`config.mk`:
```
export PLATFORM = sky130hd
export DESIGN_NAME = huff_bit_packer
export DESIGN_NICKNAME = d
export VERILOG_FILES = /design/src/rtl/huff_pkg.sv /design/src/rtl/huff_byte_fifo.sv /design/src/rtl/huff_bit_packer.sv
export SDC_FILE = /design/constraint.sdc
export NUM_CORES = 1
export LEC_CHECK = 0
export CAP_MARGIN = 20
export CORE_MARGIN = 2
export CORE_UTILIZATION = 53
export DETAILED_ROUTE_END_ITERATION = 10
export GPL_TIMING_DRIVEN = 1
export PLACE_DENSITY = 0.81
export SLEW_MARGIN = 20
export SYNTH_ARGS = -nofsm -noshare
export SYNTH_HDL_FRONTEND = slang
export SYNTH_SLANG_ARGS = --single-unit
```
`constraint.sdc`:
```
create_clock -name clk -period 2.7 [get_ports clk]
set_clock_uncertainty 0.1 [all_clocks]
set_input_delay 0.54 -clock clk [delete_from_list [all_inputs] [get_ports clk]]
set_output_delay 0.54 -clock clk [all_outputs]
set_load 0.05 [all_outputs]
```
`src/rtl/huff_pkg.sv`:
```
// Shared types for the Huffman encoder byte path.
// The byte record is reused by the encoder-side bench.
package huff_pkg;

  localparam int BYTE_W  = 8;
  localparam int NBITS_W = 4;

  typedef struct packed {
    logic [BYTE_W-1:0]  data;
    logic               last;
    logic [NBITS_W-1:0] nbits;
  } huff_byte_t;

endpackage

```
`src/rtl/huff_byte_fifo.sv`:
```
// First-word-fall-through byte FIFO.
// Pointers carry one wrap bit beyond the index.
module huff_byte_fifo
  import huff_pkg::*;
#(
  parameter int FIFO_DEPTH = 4
) (
  input  logic       clk,
  input  logic       rst,
  input  logic       i_push,
  input  huff_byte_t i_wdata,
  input  logic       i_pop,
  output huff_byte_t o_rdata,
  output logic       o_full,
  output logic       o_empty
);

  localparam int AW = $clog2(FIFO_DEPTH);

  logic [AW:0] r_wr;
  logic [AW:0] r_rd;
  huff_byte_t  r_mem [FIFO_DEPTH];

  logic w_full;
  logic w_empty;
  logic w_wen;
  logic w_ren;

  assign w_full  = (r_wr[AW] != r_rd[AW]) &&
                   (r_wr[AW-1:0] == r_rd[AW-1:0]);
  assign w_empty = (r_wr == r_rd);

  // A pop frees the head slot on the same edge, so a full push is legal
  assign w_wen = i_push && (!w_full || i_pop);
  assign w_ren = i_pop && !w_empty;

  always_ff @(posedge clk) begin
    if (rst) begin
      r_wr <= '0;
      r_rd <= '0;
    end else begin
      if (w_wen) r_wr <= r_wr + 1'b1;
      if (w_ren) r_rd <= r_rd + 1'b1;
    end
  end

  always_ff @(posedge clk) begin
    if (w_wen) r_mem[r_wr[AW-1:0]] <= i_wdata;
  end

  assign o_rdata = r_mem[r_rd[AW-1:0]];
  assign o_full  = w_full;
  assign o_empty = w_empty;

endmodule

```
`src/rtl/huff_bit_packer.sv`:
```
// Packs the encoder's serial code bursts into MSB-first bytes
// with last/nbits framing, buffered behind a valid/ready port.
module huff_bit_packer
  import huff_pkg::*;
#(
  parameter int FIFO_DEPTH = 4
) (
  input  logic       clk,
  input  logic       rst,
  input  logic       in_valid,
  input  logic       in_code,
  output logic       out_valid,
  input  logic       out_ready,
  output logic [7:0] out_data,
  output logic       out_last,
  output logic [3:0] out_nbits,
  output logic       overflow
);

  logic [7:0] r_sreg;
  logic [2:0] r_cnt;
  logic [7:0] r_stg;
  logic       r_stg_full;
  logic       r_prev_valid;
  logic       r_overflow;

  logic       w_flush;
  logic       w_push;
  logic       w_pop;
  logic       w_full;
  logic       w_empty;
  logic [3:0] w_sh;
  logic [7:0] w_tail;
  huff_byte_t w_wdata;
  huff_byte_t w_rdata;

  assign w_flush = r_prev_valid && !in_valid && (r_cnt != 3'd0);
  assign w_push  = r_stg_full || w_flush;
  assign w_pop   = !w_empty && out_ready;

  // Left-justify the partial byte so unused low bits read as zero
  assign w_sh   = 4'd8 - {1'b0, r_cnt};
  assign w_tail = r_sreg << w_sh;

  always_comb begin
    w_wdata = '0;
    if (r_stg_full) begin
      w_wdata.data  = r_stg;
      w_wdata.last  = !in_valid;
      w_wdata.nbits = 4'd8;
    end else if (w_flush) begin
      w_wdata.data  = w_tail;
      w_wdata.last  = 1'b1;
      w_wdata.nbits = {1'b0, r_cnt};
    end
  end

  always_ff @(posedge clk) begin
    if (rst) begin
      r_sreg       <= '0;
      r_cnt        <= '0;
      r_stg        <= '0;
      r_stg_full   <= 1'b0;
      r_prev_valid <= 1'b0;
      r_overflow   <= 1'b0;
    end else begin
      r_prev_valid <= in_valid;
      r_stg_full   <= in_valid && (r_cnt == 3'd7);
      if (in_valid) begin
        r_sreg <= {r_sreg[6:0], in_code};
        r_cnt  <= r_cnt + 3'd1;
        if (r_cnt == 3'd7) r_stg <= {r_sreg[6:0], in_code};
      end else if (w_flush) begin
        r_sreg <= '0;
        r_cnt  <= '0;
      end
      if (w_push && w_full && !w_pop) r_overflow <= 1'b1;
    end
  end

  huff_byte_fifo #(
    .FIFO_DEPTH(FIFO_DEPTH)
  ) u_fifo (
    .clk    (clk),
    .rst    (rst),
    .i_push (w_push),
    .i_wdata(w_wdata),
    .i_pop  (w_pop),
    .o_rdata(w_rdata),
    .o_full (w_full),
    .o_empty(w_empty)
  );

  assign out_valid = !w_empty;
  assign out_data  = out_valid ? w_rdata.data  : 8'd0;
  assign out_last  = out_valid ? w_rdata.last  : 1'b0;
  assign out_nbits = out_valid ? w_rdata.nbits : 4'd0;
  assign overflow  = r_overflow;

endmodule

```
* Word level (Yosys, flattened, before mapping) *
Memories as Yosys holds them, arrays and structs flattened. A register that Yosys moved wholly into a read port is not among the register bits.
Index checks and enable logic that the tools add are counted.

operators by class
  add/sub/neg operators = 4
  eq/ne operators = 4
  shifts and indexed selects = 1
  mux-type cells = 13
  reductions and logical operators = 18

operator list
  cell                 count
  $mux 13              2
  $mux 8               3
  $add 3x1->3 const B  3
  $logic_and 1x1->1    9
  $shl 8x4->8          1
  $mux 3               2
  $logic_not 1->1      4
  $mux 2               2
  $mux 4               1
  $sub 4x3->4 const A  1
  $eq 3x3->1           1
  $eq 3x3->1 const B   1
  $mux 1               3
  $reduce_bool 3->1    1
  $eq 2x2->1           1
  $logic_or 1x1->1     2
  $reduce_and 2->1     1
  $reduce_bool 2->1    1
  $ne 1x1->1           1

word-level totals
  flip-flop bits (word level) = 28
  memory bits (writable) = 52
  logic and storage cells = 49
  memories = 1

memory list
  memory        words  bits a word  rd ports  clocked after Yosys merged registers in  wr ports  line                  RTL
  u_fifo.r_mem  4      13           1         1                                        1         huff_byte_fifo.sv:22  huff_byte_t r_mem [FIFO_DEPTH];

* Depth between registers and ports, before layout *
Gate-level depths: netlist (run 1).

  depth after elaboration = 7
  mapped depth = 8
  mapped depth without buffers = 7

* By module *
Synthesis (run 1) repeated with hierarchy kept, for this count alone.

unflattened totals
  cell total of the unflattened synthesis = 267
  area, all modules = 3706.1 µm²

by module, submodules not included
  module           times used  cells an instance  area an instance (µm²)  seq. area each (µm²)
  huff_byte_fifo   1           122                2414.8                  1721.7
  huff_bit_packer  1           145                1291.2                  440.4

* Worst setup path before layout (run 1) *
No wires, ideal clock.

  path type = register to register
  start point = register r_cnt[0]
  end point = register u_fifo.r_wr[2]
  library setup time = 121 ps
  data arrival time = 2766 ps
  required time = 2479 ps
  path slack = -287 ps
  stages on the path, launching flop included = 8
  period minus slack after synthesis = 2987 ps
  cells stage by stage = dfxtp_1 inv_1 ha_1 ha_1 nor3b_1 nor2_1 nor3b_1 mux2_2

on the way
  longest elaborated chain between the ends = 4

ends and longest elaborated chain
  what                    line                   RTL
  start, declared         huff_bit_packer.sv:21  logic [2:0] r_cnt;
  start signal, assigned  huff_bit_packer.sv:71  r_cnt <= r_cnt + 3'd1;
  $reduce_bool 3->1       huff_bit_packer.sv:37  assign w_flush = r_prev_valid && !in_valid && (r_cnt != 3'd0);
  $logic_and 1x1->1       huff_bit_packer.sv:37
  $logic_or 1x1->1        huff_bit_packer.sv:38  assign w_push = r_stg_full || w_flush;
  $logic_and 1x1->1       huff_byte_fifo.sv:34   assign w_wen = i_push && (!w_full || i_pop);
  end signal, assigned    huff_byte_fifo.sv:42   if (w_wen) r_wr <= r_wr + 1'b1;
  end, declared           huff_byte_fifo.sv:20   logic [AW:0] r_wr;

Every way passes these cells.
A chain may end at the register's enable or synchronous reset.

==> results of run 1 <==
critical path, stage by stage, from the launching register on:
cell and delay (ns):
dfxtp_1 0.37, inv_1 0.14, ha_1 0.21, ha_1 0.22, or4b_4 0.59, a311oi_4 0.31
buf_4 0.19, a22o_1 0.21
how the worst max path moves through the flow:
stage | start | end | slack, ns | depth (start not counted)
6_report | r_cnt[1]$_SDFFE_PP0P_ | u_fifo.r_mem[0][5]$_DFFE_PP_ | 0.20 | 7
4_1_cts | r_cnt[1]$_SDFFE_PP0P_ | u_fifo.r_mem[3][9]$_DFFE_PP_ | 0.14 | 6
5_1_grt | r_cnt[1]$_SDFFE_PP0P_ | u_fifo.r_mem[0][10]$_DFFE_PP_ | 0.06 | 7
2_1_floorplan | r_cnt[0]$_SDFFE_PP0P_ | u_fifo.r_wr[2]$_SDFFE_PP0P_ | 0.19 | 7
3_3_place_gp | in_valid | u_fifo.r_mem[0][5]$_DFFE_PP_ | 0.22 | 5
3_5_place_dp | in_valid | u_fifo.r_mem[3][9]$_DFFE_PP_ | 0.06 | 4
cell families after synthesis:
kind of cell	synth area share [%]
compound gates	8.83
xor+xnor	1.25
simple gates	10.6
flops	61.5
fa+ha+maj	3.20
buf+inv	2.60
mux	12.0
report_power, final:
part / internal, mW / switching, mW
Sequential: 1.33 / 0.00894
Combinational: 0.0847 / 0.146
Clock: 0.352 / 0.481
Total: 1.77 / 0.636
cell type report:
cell class | count | area, µm² | area share [%]
Sequential cell | 82 | 2160 | 53.4
Multi-Input combinational cell | 148 | 1280 | 31.5
Timing Repair Buffer | 34 | 305 | 7.54
Clock buffer | 9 | 124 | 3.06
Tap cell | 77 | 96.3 | 2.38
Clock inverter | 7 | 58.8 | 1.45
Inverter | 7 | 26.3 | 0.649
metrics by stage:
step	hold WS, ns	utilization (%)
after floorplan	0.332	-
final	0.355	63.4
after detailed placement	0.341	60.4
after global routing	0.388	63.4
after global placement	0.341	60.4
after CTS	0.362	63.3
layer usage:
metal | track usage (%) | share of wire (%)
met5 | 0 | 0
met4 | 9.38 | 1.5
met3 | 3.31 | 4.7
met2 | 29.9 | 48
met1 | 25.7 | 46
layout by cell type (no fill, tap or decap), types with 10 or more instances in the layout:
cell      count
edfxtp_1     52
dfxtp_1      30
buf_4        26
nor2_1       18
nor2b_1      17
mux4_2       15
a22o_1       14
a21oi_1      13
nand2_1      10
sequential cells by signal, indices dropped and copies added, names as in the netlist, named ones only:
signal / cells
r_stg_full: 1
u_fifo.r_rd: 3
r_stg: 8
r_sreg: 8
r_cnt: 3
overflow: 1
u_fifo.r_mem: 52
r_prev_valid: 1
u_fifo.r_wr: 3
==> results.cfg, run 1 <==
[logic_synthesis]
netlist_instances = 250
async_flop_share_pct = 0
yosys-top-cells-area = edfxtp_1 44%, dfxtp_1 17%, mux4_2 9.6%, a22o_1 3.5%, ha_1 3.2%
ys_types = 36
synth_top_cells_by_count = 52 x edfxtp_1, 30 x dfxtp_1, 18 x nor2_1, 17 x nor2b_1, 15 x mux4_2
synth_top_area_cell = edfxtp_1
synth_edf_count = 52
synth_nets = 264
seq_area_frac_synth_pct = 61.5
synth.most_common_cell = edfxtp_1
avgSynthCellArea_um2 = 14.1
ys_ff_latch = 82
netlist.area_leader.share_pct = 44.4
netlist_area_um2 = 3520
synthFlopType = edfxtp_1
yosys_warnings = 0

[clock_network]
cts_hold_buf = 0
cts_buffers = 9
cts_resized = 0
post_cts_buffers = 0
root_buffer = clkbuf_8
clockBufferDepth = 2
clock_sinks = 82
cts_tree = built
htreeDepth = 3
insertion_delay_ns = 0.36
clk_pin_slew_ns = 0.09

[timing]
final_hold_viol_count = 0
slew_violations = 0
relSlewSlack_pct = 48.1
rsz0062_at_grt = no
fin_ws_ns = 0.201
fin_tns_setup_ns = 0
worst_slew_pin_slew_ns = 0.777
period_needed_ns = 2.50
period_share_pct = 92.5
fmax_mhz = 400
final-setup-viol-count = 0

[routing]
drt_iter0_drc = 102
wl_per_cell_um = 17.2
routed_wl_mm = 6.28
dr_total_vias = 2126
ant_nets = 0
viasPerCell = 5.84
drc = 0
drtPass1Iterations = 5

[pwr]
leakagePower_nw = 1.43
peakVddDrop_uv = 345
power_density_nw_per_um2 = 593
total_power_mw = 2.40

[global_routing]
grt_max_degree = 22
grt_pass1_vias = 2142
track_usage_pct = 19.0
antenna_found_initial = 0
grt_first_pass_wirelength_mm = 10.5
gr-total-overflow = 0

[final_layout]
stdcell_area_um2 = 4050
finalNetCount = 296
final_cells = 364
drive_gt1_share_pct = 24.0
n_antenna_cell = 0
fillers = 486
area_growth_pct = 15.2

[critical_path]
timing.rr.end = u_fifo.r_mem[0][5]$_DFFE_PP_
cp-start-kind = flip-flop
crit_type = flip-flop to flip-flop
r2r_start = r_cnt[1]$_SDFFE_PP0P_
cp_max_fo = 6
required_ns = 2.79
rrSetupSlack_ns = 0.20
worstPathArrival_ns = 2.59
cp-end-kind = flip-flop
ff2ff_path_depth = 7

[place]
place.gp.congestion = 0.826
post-place-ws_ns = 0.0646
hpwl_mm = 4.39
placed_area_um2 = 3860
dp.cells = 348
numPortBuffers = 19

[run_status]
status = finished clean

[die]
fp-row-count = 29
die-area_um2 = 7300
start_util_pct = 55.1
core_um2 = 6390
dieHeight_um = 85.4
die_w_um = 85.4
num_io_pins = 20

[worst_hold_path]
hp-class = flip-flop to flip-flop
whs_endpoint = overflow$_SDFFE_PP0P_
worstHoldStart = overflow$_SDFFE_PP0P_
min_path_cells = 2

[job]
cap_viol_max_count = 0
Power figures use the tool's default switching activity.
==> run 2: changes to the inputs <==
--- a/config.mk
+++ b/config.mk
@@ -6,6 +6,7 @@
 export NUM_CORES = 1
 export LEC_CHECK = 0
 export CAP_MARGIN = 20
+export CORE_ASPECT_RATIO = 0.75
 export CORE_MARGIN = 2
 export CORE_UTILIZATION = 53
 export DETAILED_ROUTE_END_ITERATION = 10
==> run 2 against run 1 <==
- sequential power barely moved
- wire length rose by 0.70%
- utilization rose by 1.8 points
- largest cell class unchanged
==> results.cfg, run 2 (same netlist as run 1, synthesis figures left out) <==
[clock_network]
insertion_delay_ns = 0.35
cts_buffers = 9
root_buffer = clkbuf_8
clk_pin_slew_ns = 0.09
cts_tree = built
cts_hold_buf = 0
htreeDepth = 3
clock_sinks = 82
clockBufferDepth = 2

[timing]
holdWs_ns = 0.353
worst_slew_pin_slew_ns = 0.687
final_hold_viol_count = 0
fin_tns_setup_ns = 0
rsz0062_at_grt = no
slew_violations = 0
fmax_mhz = 388
period_share_pct = 95.5
relSlewSlack_pct = 53.9
final-setup-viol-count = 0
period_needed_ns = 2.58

[critical_path]
cp_num_buf_inv = 3
cp_max_fo = 5
worst_path_max_delay_cell = or4b_4
timing.rr.end = u_fifo.r_mem[1][11]$_DFFE_PP_
r2r_start = r_cnt[1]$_SDFFE_PP0P_
ff2ff_path_depth = 8
required_ns = 2.79
cp-end-kind = flip-flop
worst-path-stages = 8
worstPathArrival_ns = 2.66
slowest_delay_ns = 0.54
crit_type = flip-flop to flip-flop
crit_chain = inv_1, ha_1, ha_1, or4b_4, buf_4, a311oi_4, buf_4, a221o_1
crit_family = simple AND/OR/NAND/NOR gates
cp-start-kind = flip-flop
rrSetupSlack_ns = 0.12

[place]
hpwl_mm = 4.35
numPortBuffers = 19
place.gp.congestion = 0.788

[die]
core_um2 = 6350
die_w_um = 98.0
fp-row-count = 25
dieHeight_um = 74.5
start_util_pct = 55.4
die-area_um2 = 7310
num_io_pins = 20

[final_layout]
n_antenna_cell = 0
multi_input_area_um2 = 1270
seq_area_um2 = 2160
finalNetCount = 297
fillers = 444
largest_reg_flops = 52
final_common_cell = edfxtp_1
drive_gt1_share_pct = 24.0
area_growth_pct = 17.8
final_cell_mix = 52 x edfxtp_1, 30 x dfxtp_1, 26 x buf_4, 18 x nor2_1, 17 x nor2b_1

[routing]
wl_per_cell_um = 17.1
drt_iter0_drc = 134
routed_wl_mm = 6.32
viasPerCell = 5.64
ant_nets = 0
drtPass1Iterations = 4
drc = 0
dr_total_vias = 2081

[worst_hold_path]
hp-class = flip-flop to flip-flop
whs_endpoint = overflow$_SDFFE_PP0P_
min_path_cells = 2
worstHoldStart = overflow$_SDFFE_PP0P_

[global_routing]
grt_max_degree = 22
grt_first_pass_wirelength_mm = 10.1
gr-total-overflow = 0
antenna_found_initial = 0
grt_pass1_vias = 1943
track_usage_pct = 18.6

[run_status]
status = finished clean

[pwr]
power_density_nw_per_um2 = 643
peakVddDrop_uv = 414
leakagePower_nw = 1.47

[job]
cap_viol_max_count = 0
run 2: cell types whose count changed in the layout (fill, tap and decap cells not counted), sizes merged:
cell and delta:
buf +1, bufinv +3, clkinv -1, clkinvlp -1
inv -1
run 2: how the worst max path moves through the flow:
| stage | startpoint | end |
|---|---|---|
| detailed placement | in_valid | u_fifo.r_mem[1][12]$_DFFE_PP_ |
| finish | r_cnt[1]$_SDFFE_PP0P_ | u_fifo.r_mem[1][11]$_DFFE_PP_ |
| floorplan | r_cnt[0]$_SDFFE_PP0P_ | u_fifo.r_wr[2]$_SDFFE_PP0P_ |
| global route | r_cnt[1]$_SDFFE_PP0P_ | u_fifo.r_mem[1][11]$_DFFE_PP_ |
| global placement | in_valid | u_fifo.r_mem[2][12]$_DFFE_PP_ |
| CTS | r_cnt[1]$_SDFFE_PP0P_ | u_fifo.r_mem[0][12]$_DFFE_PP_ |
run 2: cell type report:
type | count | share of cell area [%]
multi-input cells | 148 | 30.7
inverters | 7 | 0.634
repair buffers | 35 | 7.85
clock inverters | 7 | 3.14
well taps | 81 | 2.45
clock buffers | 9 | 2.99
flip-flops and latches | 82 | 52.2
run 2: worst reg2reg max path, stage by stage, from the launching register on:
cell and delay (ns):
dfxtp_1 0.36, inv_1 0.12, ha_1 0.21, ha_1 0.21, or4b_4 0.54, buf_4 0.17
a311oi_4 0.29, buf_4 0.19, a221o_1 0.24
run 2: metal layers:
layer  share of wire (%)  vias up  global-route usage [%]
li1                    -     1011                       -
met1                  48     1014                    26.0
met2                  47       50                    29.4
met3                 3.8        6                    4.79
met4                0.82        0                    6.02
met5                   0        -                       0
run 2: where the power goes:
| part | total (mW) | internal, mW | switching [mW] | leakage [nW] |
|---|---|---|---|---|
| registers | 1.34 | 1.33 | 0.00918 | 0.719 |
| logic | 0.230 | 0.0863 | 0.144 | 0.624 |
| clock network | 1.09 | 0.633 | 0.461 | 0.128 |
| total | 2.66 | 2.05 | 0.614 | 1.47 |
run 2: timing repair:
item,in CTS,in global routing
endpoints found under the setup margin,0,4
resized for setup,0,0
buffers inserted,0,1
run 2: per-stage QoR:
| stage | instance area (µm²) | util [%] | cells | total power [mW] | setup slack [ns] |
|---|---|---|---|---|---|
| CTS | 4130 | 65.0 | 368 | 2.68 | 0.128 |
| finish | 4140 | 65.2 | 369 | 2.66 | 0.121 |
| global placement | 3870 | 61.0 | 352 | 1.59 | 0.0677 |
| floorplan | 3520 | - | 250 | 1.53 | 0.187 |
| detailed placement | 3870 | 61.0 | 352 | 1.60 | 0.0360 |
| global route | 4140 | 65.2 | 369 | 2.75 | 0.0129 |
==> run 3: changes to the inputs <==
--- a/config.mk
+++ b/config.mk
@@ -8,11 +8,13 @@
 export CAP_MARGIN = 20
 export CORE_ASPECT_RATIO = 0.75
 export CORE_MARGIN = 2
-export CORE_UTILIZATION = 53
+export CORE_UTILIZATION = 33
+export CTS_CLUSTER_SIZE = 16
 export DETAILED_ROUTE_END_ITERATION = 10
 export GPL_TIMING_DRIVEN = 1
-export PLACE_DENSITY = 0.81
+export PLACE_DENSITY = 0.57
 export SLEW_MARGIN = 20
 export SYNTH_ARGS = -nofsm -noshare
 export SYNTH_HDL_FRONTEND = slang
 export SYNTH_SLANG_ARGS = --single-unit
+export TNS_END_PERCENT = 5
==> run 3 against run 2 <==
- sequential share of layout area decreased by 1.0 points
- wire length increased by 6.6%
- sequential power about the same
- register-to-register slack improved by 0.097 ns
- critical endpoint is now u_fifo.r_mem[2][12]$_DFFE_PP_
- largest cell class unchanged
- largest power group unchanged
- highest routed layer unchanged
==> results.cfg, run 3 (same netlist as run 1, synthesis figures left out) <==
[run_status]
status = finished clean

[routing]
wl_per_cell_um = 15.9
drc = 0
drt_iter0_drc = 152
routed_wl_mm = 6.73
drtPass1Iterations = 4
viasPerCell = 4.92
dr_total_vias = 2084
ant_nets = 0

[clock_network]
clk_pin_slew_ns = 0.06
clock_sinks = 82
insertion_delay_ns = 0.34
cts_buffers = 9
post_cts_buffers = 0
cts_tree = built
cts_resized = 0
cts_hold_buf = 0
clockBufferDepth = 2
htreeDepth = 3
root_buffer = clkbuf_16

[timing]
period_needed_ns = 2.48
final-setup-viol-count = 0
fin_ws_ns = 0.218
final_hold_viol_count = 0
fin_tns_setup_ns = 0
period_share_pct = 91.9
worst_slew_pin_slew_ns = 1.07
slew_violations = 0
fmax_mhz = 403
relSlewSlack_pct = 28.0
rsz0062_at_grt = no

[pwr]
pwr-share-comb_pct = 8.6
sw_frac_of_total_pct = 24.2
total_power_mw = 2.71
clockPowerShare_pct = 41.8
leakagePower_nw = 1.47
power_density_nw_per_um2 = 640
power_frac_seq_pct = 49.5
power.switching_uw = 655
internal_power_mw = 2.05
peakVddDrop_uv = 394

[critical_path]
slowest_delay_ns = 0.58
crit_family = simple AND/OR/NAND/NOR gates
crit_type = flip-flop to flip-flop
cp_max_fo = 7
cp-end-kind = flip-flop
cp-start-kind = flip-flop
cp_num_buf_inv = 1
required_ns = 2.77
worstPathArrival_ns = 2.55
cp_common_cell = ha_1
worst_path_max_delay_cell = or4b_4
crit_chain = inv_1, ha_1, ha_1, or4b_4, a311oi_4, and2_1, a311o_1

[global_routing]
antenna_found_initial = 0
grt_pass1_vias = 2061
track_usage_pct = 13.4
grt_first_pass_wirelength_mm = 11.1
grt_max_degree = 22
gr-total-overflow = 0

[place]
post-place-ws_ns = 0.0882
hpwl_mm = 4.53
numPortBuffers = 19
place.gp.congestion = 0.794
placed_area_um2 = 3940

[final_layout]
final_core_util_pct = 40.9
final_cell_mix = 52 x edfxtp_1, 30 x dfxtp_1, 27 x buf_4, 18 x nor2_1, 17 x nor2b_1
n_antenna_cell = 0
finalNetCount = 297
largest_reg_flops = 52
final_common_cell = edfxtp_1
area_growth_pct = 20.1
drive_gt1_share_pct = 23.6
stdcell_area_um2 = 4220

[die]
num_io_pins = 20
start_util_pct = 34.0
core_um2 = 10300
fp-row-count = 32
dieHeight_um = 93.4
die_w_um = 123
die-area_um2 = 11500

[job]
cap_viol_max_count = 0

[worst_hold_path]
hp-class = flip-flop to flip-flop
==> run 3: tightest hold or removal path: cells and delay by family (launching register included) <==
| kind | cells | cell delay (ns) |
|---|---|---|
| DFF | 1 | 0.31 |
| AOI/OAI and AO/OA | 1 | 0.05 |
| buffers and inverters | 1 | 0.05 |
==> run 3: per-stage QoR <==
step | hold slack [ns] | instances
finish | 0.353 | 424
global route | 0.387 | 424
CTS | 0.357 | 424
detailed placement | 0.342 | 408
global placement | 0.348 | 408
floorplan | 0.332 | 250
==> run 3: final timing paths <==
| path | cells after the start | from | to | slack, ns |
|---|---|---|---|---|
| max reg2reg | 7 | r_cnt[1]$_SDFFE_PP0P_ | u_fifo.r_mem[2][12]$_DFFE_PP_ | 0.22 |
| min reg2reg | 2 | overflow$_SDFFE_PP0P_ | overflow$_SDFFE_PP0P_ | 0.35 |
| min | 2 | overflow$_SDFFE_PP0P_ | overflow$_SDFFE_PP0P_ | 0.35 |
| max | 7 | r_cnt[1]$_SDFFE_PP0P_ | u_fifo.r_mem[2][12]$_DFFE_PP_ | 0.22 |
==> run 3: metal layers <==
layer  routed length [µm]  up-vias  GRT usage, %
met2                 2830       56          18.6
met5                    0        -             0
met3                  429       11          5.79
li1                     -     1012             -
met1                 3390     1005          18.7
met4                   89        0          4.55
==> run 3: final cells by class <==
type / instances / area (µm²)
inverter: 7 / 26.3
tap: 136 / 170
fill: 995 / 6110
sequential: 82 / 2160
clock inverter: 6 / 51.3
timing repair buffer: 35 / 313
clock buffer: 10 / 229
multi-input combinational: 148 / 1270
==> run 3: power by group through the flow <==
stage          sequential [mW]  clock (mW)  combinational [mW]
6_report                  1.34        1.13               0.233
4_1_cts                   1.34        1.16               0.236
2_1_floorplan             1.37           0               0.164
3_5_place_dp              1.37           0               0.235
5_1_grt                   1.34        1.23               0.252
3_3_place_gp              1.37           0               0.235
